<file path="config.mk">
export PLATFORM = sky130hd
export DESIGN_NAME = start_line_seq
export DESIGN_NICKNAME = d
export VERILOG_FILES = /design/src/rtl/start_line_seq.sv
export SDC_FILE = /design/constraint.sdc
export NUM_CORES = 1
export LEC_CHECK = 0
export ABC_AREA = 0
export CAP_MARGIN = 20
export CORE_AREA = 2 2 94 96
export CTS_CLUSTER_SIZE = 8
export DETAILED_ROUTE_END_ITERATION = 10
export DIE_AREA = 0 0 96 98
export GPL_TIMING_DRIVEN = 0
export PLACE_DENSITY_LB_ADDON = 0.3
export REMOVE_ABC_BUFFERS = 1
export SETUP_SLACK_MARGIN = 0.2
export SLEW_MARGIN = 20
export SYNTH_ARGS = -nofsm -noshare
export SYNTH_HDL_FRONTEND = slang
export SYNTH_SLANG_ARGS = --single-unit
export TNS_END_PERCENT = 10
</file>
<file path="constraint.sdc">
create_clock -name i_clk -period 3.1 [get_ports i_clk]
set_clock_uncertainty 0.05 [all_clocks]
set_input_delay 0.62 -clock i_clk [delete_from_list [all_inputs] [get_ports i_clk]]
set_output_delay 0.62 -clock i_clk [all_outputs]
set_load 0.05 [all_outputs]
</file>
<file path="src/rtl/start_line_seq.sv">
// start_line_seq: starting-line lamp sequencer with random hold and ms reaction timer.
// Define START_LINE_SEQ_BEST_TIME_EN to track the best reaction time on o_bestMs.
module start_line_seq #(
    parameter int unsigned NUM_LIGHTS  = 5,
    parameter int unsigned STEP_MS     = 1000,
    parameter int unsigned RAND_MIN_MS = 200,
    parameter logic [15:0] RAND_MASK   = 16'h07FF,
    parameter int unsigned TIMEOUT_MS  = 9999
) (
    input  logic                  i_clk,
    input  logic                  i_arst,
    input  logic                  i_tick,
    output logic                  o_tickEn,
    input  logic                  i_start,
    input  logic                  i_react,
    output logic [NUM_LIGHTS-1:0] o_lights,
    output logic                  o_busy,
    output logic [15:0]           o_reactMs,
    output logic                  o_valid,
    output logic                  o_falseStart,
    output logic [15:0]           o_bestMs
);
    typedef enum logic [2:0] {IDLE, LIGHTS, HOLD, GO, DONE, FAULT} state_t;

    localparam logic [15:0]           STEP_LAST = 16'(STEP_MS - 1);
    localparam logic [15:0]           TIMEOUT   = 16'(TIMEOUT_MS);
    localparam logic [15:0]           RAND_MIN  = 16'(RAND_MIN_MS);
    localparam logic [NUM_LIGHTS-1:0] ALL_ON    = '1;

    state_t                state_q, state_d;
    logic [15:0]           ms_q, ms_d;
    logic [15:0]           delay_q, delay_d;
    logic [15:0]           lfsr_q, lfsr_d;
    logic [15:0]           react_q, react_d;
    logic [NUM_LIGHTS-1:0] lights_q, lights_d;
    logic                  valid_q, valid_d;
    logic                  false_q, false_d;
    logic                  busy_q, busy_d;
    logic [15:0]           hold_sum;

    always_comb begin
        state_d  = state_q;
        ms_d     = ms_q;
        delay_d  = delay_q;
        react_d  = react_q;
        lights_d = lights_q;
        valid_d  = 1'b0;
        false_d  = false_q;
        lfsr_d   = {1'b0, lfsr_q[15:1]} ^ (lfsr_q[0] ? 16'hB400 : 16'h0000);
        hold_sum = RAND_MIN + (lfsr_q & RAND_MASK);
        case (state_q)
            IDLE, DONE, FAULT: begin
                if (i_start) begin
                    state_d  = LIGHTS;
                    lights_d = NUM_LIGHTS'(1);
                    ms_d     = '0;
                    false_d  = 1'b0;
                end
            end
            LIGHTS: begin
                if (i_react) begin
                    state_d  = FAULT;
                    lights_d = ALL_ON;
                    false_d  = 1'b1;
                end else if (i_tick) begin
                    if (ms_q == STEP_LAST) begin
                        ms_d = '0;
                        if (lights_q == ALL_ON) begin
                            state_d = HOLD;
                            delay_d = (hold_sum == 16'd0) ? 16'd1 : hold_sum;
                        end else begin
                            lights_d = NUM_LIGHTS'({lights_q, 1'b1});
                        end
                    end else begin
                        ms_d = ms_q + 16'd1;
                    end
                end
            end
            HOLD: begin
                // react is checked first so a press on the completing tick is a false start
                if (i_react) begin
                    state_d  = FAULT;
                    lights_d = ALL_ON;
                    false_d  = 1'b1;
                end else if (i_tick) begin
                    if (ms_q == delay_q - 16'd1) begin
                        state_d  = GO;
                        lights_d = '0;
                        ms_d     = '0;
                    end else begin
                        ms_d = ms_q + 16'd1;
                    end
                end
            end
            GO: begin
                if (i_react) begin
                    state_d = DONE;
                    react_d = ms_q;
                    valid_d = 1'b1;
                end else if (i_tick) begin
                    if ({1'b0, ms_q} + 17'd1 >= {1'b0, TIMEOUT}) begin
                        state_d = DONE;
                        ms_d    = TIMEOUT;
                        react_d = TIMEOUT;
                        valid_d = 1'b1;
                    end else begin
                        ms_d = ms_q + 16'd1;
                    end
                end
            end
            default: state_d = IDLE;
        endcase
        busy_d = (state_d == LIGHTS) || (state_d == HOLD) || (state_d == GO);
    end

    always_ff @(posedge i_clk or posedge i_arst) begin
        if (i_arst) begin
            state_q  <= IDLE;
            ms_q     <= '0;
            delay_q  <= '0;
            lfsr_q   <= 16'hACE1;
            react_q  <= '0;
            lights_q <= '0;
            valid_q  <= 1'b0;
            false_q  <= 1'b0;
            busy_q   <= 1'b0;
        end else begin
            state_q  <= state_d;
            ms_q     <= ms_d;
            delay_q  <= delay_d;
            lfsr_q   <= lfsr_d;
            react_q  <= react_d;
            lights_q <= lights_d;
            valid_q  <= valid_d;
            false_q  <= false_d;
            busy_q   <= busy_d;
        end
    end

    assign o_lights     = lights_q;
    assign o_busy       = busy_q;
    assign o_tickEn     = busy_q;
    assign o_reactMs    = react_q;
    assign o_valid      = valid_q;
    assign o_falseStart = false_q;

`ifdef START_LINE_SEQ_BEST_TIME_EN
    logic [15:0] best_q;

    // timeouts never count as a best time
    always_ff @(posedge i_clk or posedge i_arst) begin
        if (i_arst) begin
            best_q <= 16'hFFFF;
        end else if (valid_q && react_q != TIMEOUT && react_q < best_q) begin
            best_q <= react_q;
        end
    end

    assign o_bestMs = best_q;
`else
    assign o_bestMs = 16'h0000;
`endif
endmodule

</file>
==> impl_metrics.ini, run 1 <==
[floorplan]
ios = 46
die_w_um = 96
coreArea_sq_um = 8470
die_area_sq_um = 9410
dieHeight_um = 98
start_util = 0.484
rows = 34

[timing]
holdWs_ps = 309
hold_viol_final = 0
slew_headroom = 0.349
setup_viol = 22
post-route-period-util = 1.07
drv_slew = 0
rsz0062_at_grt = yes
min_period_ps = 3330
worst_slack_ps = -227
tightest_slew_ps = 976
max_freq_mhz = 301
tns_ps = -3020

[layout]
antenna_cells = 0
layout.nets = 491
area_delta_synth_final_pct = 19.7
nFillCells = 735
drive_gt1_frac = 0.175
fin_cells = 595

[drt]
ant_nets = 0
wl_um = 9570
drc = 0
vias_per_cell = 5.90
vias = 3508
drt-initial-drc-count = 276
wl_per_cell_um = 16.1
dr.pass1.iters = 5

[placed_design]
io_buffers = 29
dp_hpwl_um = 6240
place_inst = 561
gp_congestion = 0.887

[logic_synthesis]
synth_edf_count = 0
ys_warn_count = 0
synth_top_flop_cell = dfrtp_1
synth.distinct_cells = 70
synthesis.area_sq_um = 4100
syn_inst = 454
ys_ff_latch = 71
yosysTopAreaCellShare = 0.385
synth_top_cells_by_area = dfrtp_1, dfstp_2, nand2_1
syn-mean-instance-area_sq_um = 9.02
ys_async_sr_fraction = 1.00
synth_top_cell_by_area = dfrtp_1
ys_seq_area_frac = 0.436

[clock_network]
cts-root-buf = clkbuf_8
cts_buffer_depth = 2
path_clk_slew_ps = 70
cts_tree = done
cts_hold_buf = 0
clk_latency_ps = 360
cts_htree_levels = 3
cts_sinks = 71
numCtsBuffers = 9

[critical_path]
start_kind = flip-flop
cp.arrival_ps = 3550
cp.required_ps = 3320
path_class = reg -> reg
cp_max_fo = 3
end_kind = flip-flop

[grt]
grt_usage = 0.218
grt_pass1_wl_um = 16200
antenna_found_initial = 0
grt_pass1_vias = 3325
grt_max_degree = 44
grt_overflow = 0

[status]
violations = setup timing
status = complete, but fails checks

[pwr]
vdd_drop_max_mv = 0.284
leakagePower_nw = 2.14
powerDensity_nw_per_um2 = 551

[run]
max-cap-violations = 0

[hold_path]
hold_path.class = reg -> reg
flip-flops by register name (all words and copies together) (netlist names):
signal	count
delay_q	12
o_falseStart	1
o_busy	1
ms_q	16
lfsr_q	16
o_lights	5
state_q	3
o_valid	1
o_reactMs	16
critical path, cell delays in order, from the launching register on:
cell	delay, ps
dfrtp_2	410
or4_4	540
or4_4	450
mux2_4	310
o31a_1	240
o2111ai_2	240
nand2_2	110
a311o_1	400
or4_4	430
o211ai_2	70
cell usage in the layout (no fill, tap or decap), types with 5 or more instances in the layout:
| master | synthesis | layout |
|---|---|---|
| nand3_1 | 20 | 20 |
| buf_6 | 0 | 6 |
| nand2_1 | 47 | 46 |
| nand2b_1 | 5 | 5 |
| nor3b_1 | 6 | 6 |
| conb_1 | 1 | 16 |
| dfrtp_2 | 0 | 8 |
| dfrtp_1 | 63 | 55 |
| dfstp_2 | 8 | 8 |
| a21oi_1 | 15 | 13 |
| clkbuf_8 | 0 | 12 |
| clkdlybuf4s50_1 | 0 | 29 |
| nor2_1 | 27 | 26 |
| buf_4 | 17 | 12 |
| o21ai_0 | 31 | 24 |
| mux2i_1 | 6 | 6 |
| xnor2_1 | 10 | 10 |
| nor3_1 | 11 | 11 |
| nand4_1 | 10 | 10 |
| inv_1 | 24 | 23 |
| and3_1 | 8 | 8 |
| xor2_1 | 13 | 13 |
| o22a_1 | 6 | 6 |
metal layers:
layer	vias to the layer above	track usage	wire, um
met5	-	0	0
li1	1649	-	-
met2	132	0.331	4510
met1	1706	0.308	4270
met3	21	0.0340	513
met4	0	0.0967	272
power breakdown:
group          total [W]  switching [W]  leakage, nW  internal, W
combinational   0.000694       0.000413         1.18     0.000281
sequential       0.00122       0.000214        0.851      0.00101
clock           0.000786       0.000347        0.103     0.000439
stage by stage:
stage / total power [W] / util / area [sq um] / worst slack, ps
global route: 0.00284 / 0.579 / 4900 / -300
CTS: 0.00267 / 0.567 / 4800 / -232
global placement: 0.00181 / 0.513 / 4340 / -592
detailed placement: 0.00184 / 0.516 / 4370 / -655
floorplan: 0.00164 / - / 3910 / -247
finish: 0.00270 / 0.579 / 4900 / -227
final timing paths:
check	from	end	slack, ps	cells past startpoint
max	delay_q[4]$_DFFE_PP0P_	ms_q[15]$_DFFE_PP0P_	-230	9
min	lfsr_q[12]$_DFF_PP0_	lfsr_q[11]$_DFF_PP1_	310	0
max reg2reg	delay_q[4]$_DFFE_PP0P_	ms_q[15]$_DFFE_PP0P_	-230	9
min reg2reg	lfsr_q[12]$_DFF_PP0_	lfsr_q[11]$_DFF_PP1_	310	0
max in group asynchronous	i_arst	lfsr_q[10]$_DFF_PP1_	1840	3
min in group asynchronous	i_arst	ms_q[3]$_DFFE_PP0P_	550	2
layout make-up:
class / count / area, sq um / share of cell area
multi-input combinational: 328 / 2200 / 0.449
sequential: 71 / 1800 / 0.367
timing repair buffer: 48 / 468 / 0.0955
clock buffer: 14 / 173 / 0.0352
tap: 108 / 135 / 0.0276
inverter: 24 / 92.6 / 0.0189
clock inverter: 2 / 37.5 / 0.00766
cell usage after synthesis (all sizes together) (5+ instances only):
cell type	instances
nand2	48
a21boi	5
buf	20
nor4	10
nand4	10
inv	24
nor2	27
nand2b	5
xor2	13
a21oi	15
and3	9
o22a	6
nor3b	6
xnor2	10
o21ai	31
nor3	11
dfstp	8
mux2i	6
nand3	20
dfrtp	63
clkbuf	26
repair_timing:
item	in CTS	in global routing
pin swaps	10	5
gates cloned	0	0
setup buffers	14	4
gates resized for setup	33	17
endpoints found under the setup margin	54	54
cell families (layout without fill, tap and decap cells):
logic type,after synthesis,count (layout),share of synthesized area
and+or+nand+nor,177,177,0.229
AOI/OAI and AO/OA,100,100,0.171
DFF,71,71,0.436
buffers and inverters,70,88,0.0800
xor gates and xnor gates,23,23,0.0492
muxes,8,8,0.0211
adders and majority gates,4,4,0.0122
other,1,16,0.000916
No activity file was read; power rests on OpenSTA's default activity.
==> run 2, diff against run 1 <==
--- a/config.mk
+++ b/config.mk
@@ -11,7 +11,6 @@
 export CTS_CLUSTER_SIZE = 8
 export DETAILED_ROUTE_END_ITERATION = 10
 export DIE_AREA = 0 0 96 98
-export GPL_TIMING_DRIVEN = 0
 export PLACE_DENSITY_LB_ADDON = 0.3
 export REMOVE_ABC_BUFFERS = 1
 export SETUP_SLACK_MARGIN = 0.2
==> impl_metrics.ini, run 2 (synthesized netlist as in run 1, its figures left out) <==
[timing]
hold_viol_final = 0
rsz0062_at_grt = yes
slew_headroom = 0.644
min_period_ps = 3190
tightest_slew_ps = 532
worst_slack_ps = -85.1
post-route-period-util = 1.03
holdWs_ps = 316
drv_slew = 0
max_freq_mhz = 314
setup_viol = 10

[pwr]
leakagePower_nw = 2.25
power.net_switching_w = 0.000954
p_seq_frac = 0.407
combPwrFrac = 0.334
intPower_w = 0.00167
vdd_drop_max_mv = 0.331
total_power_w = 0.00262
p_sw_frac = 0.364
powerDensity_nw_per_um2 = 530
p_clk_frac = 0.259

[drt]
wl_um = 9490
drt-initial-drc-count = 230
vias_per_cell = 5.67
top_layer = met4
drc = 0
wl_met3_um = 402
dr.pass1.iters = 5
met2_length_um = 4720
vias = 3543
met1_length_um = 4190
wl_per_cell_um = 15.2
ant_nets = 0

[layout]
antenna_cells = 0
final_common_cell = dfrtp_1
fin_cells = 625
final_util = 0.584
area_delta_synth_final_pct = 20.7
nFillCells = 731
mostFrequentLayoutCells = dfrtp_1, nand2_1, buf_4
drive_gt1_frac = 0.180
layout.nets = 521

[critical_path]
cp.required_ps = 3280
cp.arrival_ps = 3360
path_class = reg -> reg
start_kind = flip-flop
cp_max_fo = 3
end_kind = flip-flop

[grt]
grt_pass1_vias = 3302
grt_usage = 0.210
grt_overflow = 0
grt_max_degree = 72
grt_pass1_wl_um = 15600
antenna_found_initial = 0

[floorplan]
ios = 46
die_w_um = 96
rows = 34
start_util = 0.484
die_area_sq_um = 9410
coreArea_sq_um = 8470
dieHeight_um = 98

[clock_network]
cts_buffer_depth = 2
cts_tree = done
cts_sinks = 71
cts_htree_levels = 3
cts-root-buf = clkbuf_8
clk_latency_ps = 340
cts_hold_buf = 0
numCtsBuffers = 9
path_clk_slew_ps = 70

[placed_design]
dp_hpwl_um = 6930
gp_congestion = 0.928
preCtsSetupSlack_ps = -178
place_inst = 609
io_buffers = 29

[status]
violations = setup timing
status = complete, but fails checks

[run]
max-cap-violations = 0

[hold_path]
hold_path.class = reg -> reg
run 2: cell types whose count changed in the layout (fill, tap and decap cells not counted), moves of 2 or more:
cell / previous run / this run
buf_4: 12 / 46
o21ai_1: 4 / 7
buf_6: 6 / 2
dfrtp_1: 55 / 63
nor4_1: 4 / 8
ha_1: 2 / 4
nor4_4: 4 / 1
dfrtp_2: 8 / 0
o21ai_2: 2 / 0
run 2: worst max-delay path, stage by stage (launching register included):
cell and delay [ps]:
dfrtp_1 380, or4_4 530, or4_4 450, mux2_4 310
o31a_1 250, o2111ai_2 210, buf_4 160, or2b_1 240
a21oi_2 170, nor2_2 60, mux2_2 280
run 2: metrics by stage:
step	TNS (ps)	instance area [sq um]
floorplan	-1410	3910
global placement	-726	4720
detailed placement	-1390	4720
CTS	-1810	4900
global route	-2320	4940
finish	-603	4940
run 2: power by group through the flow:
stage	Sequential (W)	Combinational, W	Clock [W]
after floorplan	0.00124	0.000394	0
after global placement	0.00108	0.000839	0
after detailed placement	0.00108	0.000855	0
after CTS	0.00107	0.000862	0.000704
after global routing	0.00108	0.000942	0.000747
final	0.00107	0.000875	0.000680
run 2: path summary, 6_finish.rpt:
check / slack, ps / depth (start not counted) / end / startpoint
worst max-delay path: -90 / 10 / o_lights[0]$_DFFE_PP0P_ / delay_q[4]$_DFFE_PP0P_
worst min-delay path: 320 / 0 / lfsr_q[11]$_DFF_PP1_ / lfsr_q[12]$_DFF_PP0_
worst max register to register: -90 / 10 / o_lights[0]$_DFFE_PP0P_ / delay_q[4]$_DFFE_PP0P_
worst min register to register: 320 / 0 / lfsr_q[11]$_DFF_PP1_ / lfsr_q[12]$_DFF_PP0_
max in group asynchronous: 2070 / 3 / lfsr_q[10]$_DFF_PP1_ / i_arst
min in group asynchronous: 620 / 3 / delay_q[5]$_DFFE_PP0P_ / i_arst
run 2: what timing repair did:
action                     CTS  global route
gates cloned                 0             0
pin swaps                    6             5
gates resized for setup      5            10
setup endpoints to repair   23            23
buffers inserted             0             0
run 2: layout make-up:
| type | instances | area (sq um) | share of cell area |
|---|---|---|---|
| clock buffers | 12 | 155 | 0.0314 |
| clock inverters | 4 | 28.8 | 0.00582 |
| well taps | 108 | 135 | 0.0273 |
| repair buffers | 78 | 678 | 0.137 |
| multi-input cells | 328 | 2070 | 0.419 |
| flip-flops and latches | 71 | 1790 | 0.361 |
| inverters | 24 | 90.1 | 0.0182 |
run 2: metal layers:
metal / vias up / track usage
li1: 1703 / -
met1: 1733 / 0.281
met2: 95 / 0.341
met3: 12 / 0.0378
met4: 0 / 0.0725
met5: - / 0
==> run 3, diff against run 2 <==
--- a/config.mk
+++ b/config.mk
@@ -11,6 +11,8 @@
 export CTS_CLUSTER_SIZE = 8
 export DETAILED_ROUTE_END_ITERATION = 10
 export DIE_AREA = 0 0 96 98
+export HOLD_SLACK_MARGIN = 0.08
+export MAX_ROUTING_LAYER = met4
 export PLACE_DENSITY_LB_ADDON = 0.3
 export REMOVE_ABC_BUFFERS = 1
 export SETUP_SLACK_MARGIN = 0.2
==> impl_metrics.ini, run 3 (synthesized netlist as in run 1, its figures left out) <==
[layout]
area_delta_synth_final_pct = 20.7
stdcell_area_sq_um = 4940
layout.nets = 521
mostFrequentLayoutCells = dfrtp_1, nand2_1, buf_4
antenna_cells = 0
final_common_cell = dfrtp_1
fin_cells = 625
drive_gt1_frac = 0.180

[pwr]
vdd_drop_max_mv = 0.331
powerDensity_nw_per_um2 = 530
total_power_w = 0.00262
leakagePower_nw = 2.25

[status]
status = complete, but fails checks
violations = setup timing

[timing]
hold_viol_final = 0
max_freq_mhz = 314
rsz0062_at_grt = yes
tightest_slew_ps = 534
post-route-period-util = 1.03
min_period_ps = 3180
worst_slack_ps = -84.3
setup_viol = 10
tns_ps = -611
slew_headroom = 0.643
drv_slew = 0
holdWs_ps = 316

[floorplan]
die_area_sq_um = 9410
dieHeight_um = 98
die_w_um = 96
coreArea_sq_um = 8470
start_util = 0.484
rows = 34
ios = 46

[clock_network]
cts_tree = done
numCtsBuffers = 9
cts_buffer_depth = 2
cts_sinks = 71
cts_htree_levels = 3
cts-root-buf = clkbuf_8
clk_latency_ps = 340
path_clk_slew_ps = 70
cts_hold_buf = 0

[drt]
dr.pass1.iters = 6
drt-initial-drc-count = 241
wl_per_cell_um = 15.1
vias_per_cell = 5.63
drc = 0
ant_nets = 0
wl_um = 9440
vias = 3518

[critical_path]
end_kind = flip-flop
slowest_delay_ps = 530
reg2reg_from = delay_q[4]$_DFFE_PP0P_
slowest_stage = or4_4
crit_chain = or4_4, or4_4, mux2_4, o31a_1, o2111ai_2, buf_4, or2b_1, a21oi_2, nor2_2, mux2_2
r2r_slack_ps = -80
critPathLaunch = delay_q[4]$_DFFE_PP0P_
cp.required_ps = 3280
start_kind = flip-flop
crit_family = simple AND/OR/NAND/NOR gates
cp_common_cell = or4_4
crit_buf_inv = 1
cp_max_fo = 3
cp.arrival_ps = 3360
path_class = reg -> reg

[grt]
antenna_found_initial = 0
grt_usage = 0.216
grt_max_degree = 72
grt_pass1_wl_um = 15600
grt_pass1_vias = 3315
grt_overflow = 0

[placed_design]
placed_cell_area_sq_um = 4720
gp_congestion = 0.944
place_inst = 609
io_buffers = 29
dp_hpwl_um = 6930

[hold_path]
hold_path.class = reg -> reg
hold_path.startpoint = lfsr_q[12]$_DFF_PP0_

[run]
max-cap-violations = 0
## run 3: area by class of cell
| cell class | count | area [sq um] |
|---|---|---|
| clock inverters | 4 | 28.8 |
| flip-flops and latches | 71 | 1790 |
| repair buffers | 78 | 678 |
| clock buffers | 12 | 155 |
| well taps | 108 | 135 |
| inverters | 24 | 90.1 |
| fillers | 731 | 3520 |
| multi-input cells | 328 | 2070 |
## run 3: report_power, final
group,switching (W),internal (W)
Sequential,0.0000632,0.00100
Clock,0.000345,0.000336
Combinational,0.000545,0.000328
## run 3: path summary, 6_finish.rpt
path	end	cells after the start
min reg2reg	lfsr_q[11]$_DFF_PP1_	0
min	lfsr_q[11]$_DFF_PP1_	0
max	o_lights[0]$_DFFE_PP0P_	10
max reg2reg	o_lights[0]$_DFFE_PP0P_	10
min in group asynchronous	o_reactMs[1]$_DFFE_PP0P_	3
max in group asynchronous	lfsr_q[11]$_DFF_PP1_	3
## run 3: timing repair
action / in CTS / in global routing
gates resized for setup: 5 / 10
endpoints found under the setup margin: 23 / 23
gates cloned: 0 / 0
buffers inserted: 0 / 0
pin swaps: 6 / 5
## run 3: metrics by stage
step	setup slack, ps	utilization
4_1_cts	-164	0.579
5_1_grt	-203	0.584
6_report	-84.3	0.584
3_3_place_gp	-122	0.557
3_5_place_dp	-178	0.557
2_1_floorplan	-247	-
## run 3: metal layers
metal	global-route usage	vias to the layer above	share of wire
li1	-	1699	-
met1	0.278	1696	0.44
met2	0.342	105	0.50
met3	0.0378	18	0.046
met4	0.0725	0	0.019
met5	-	-	0
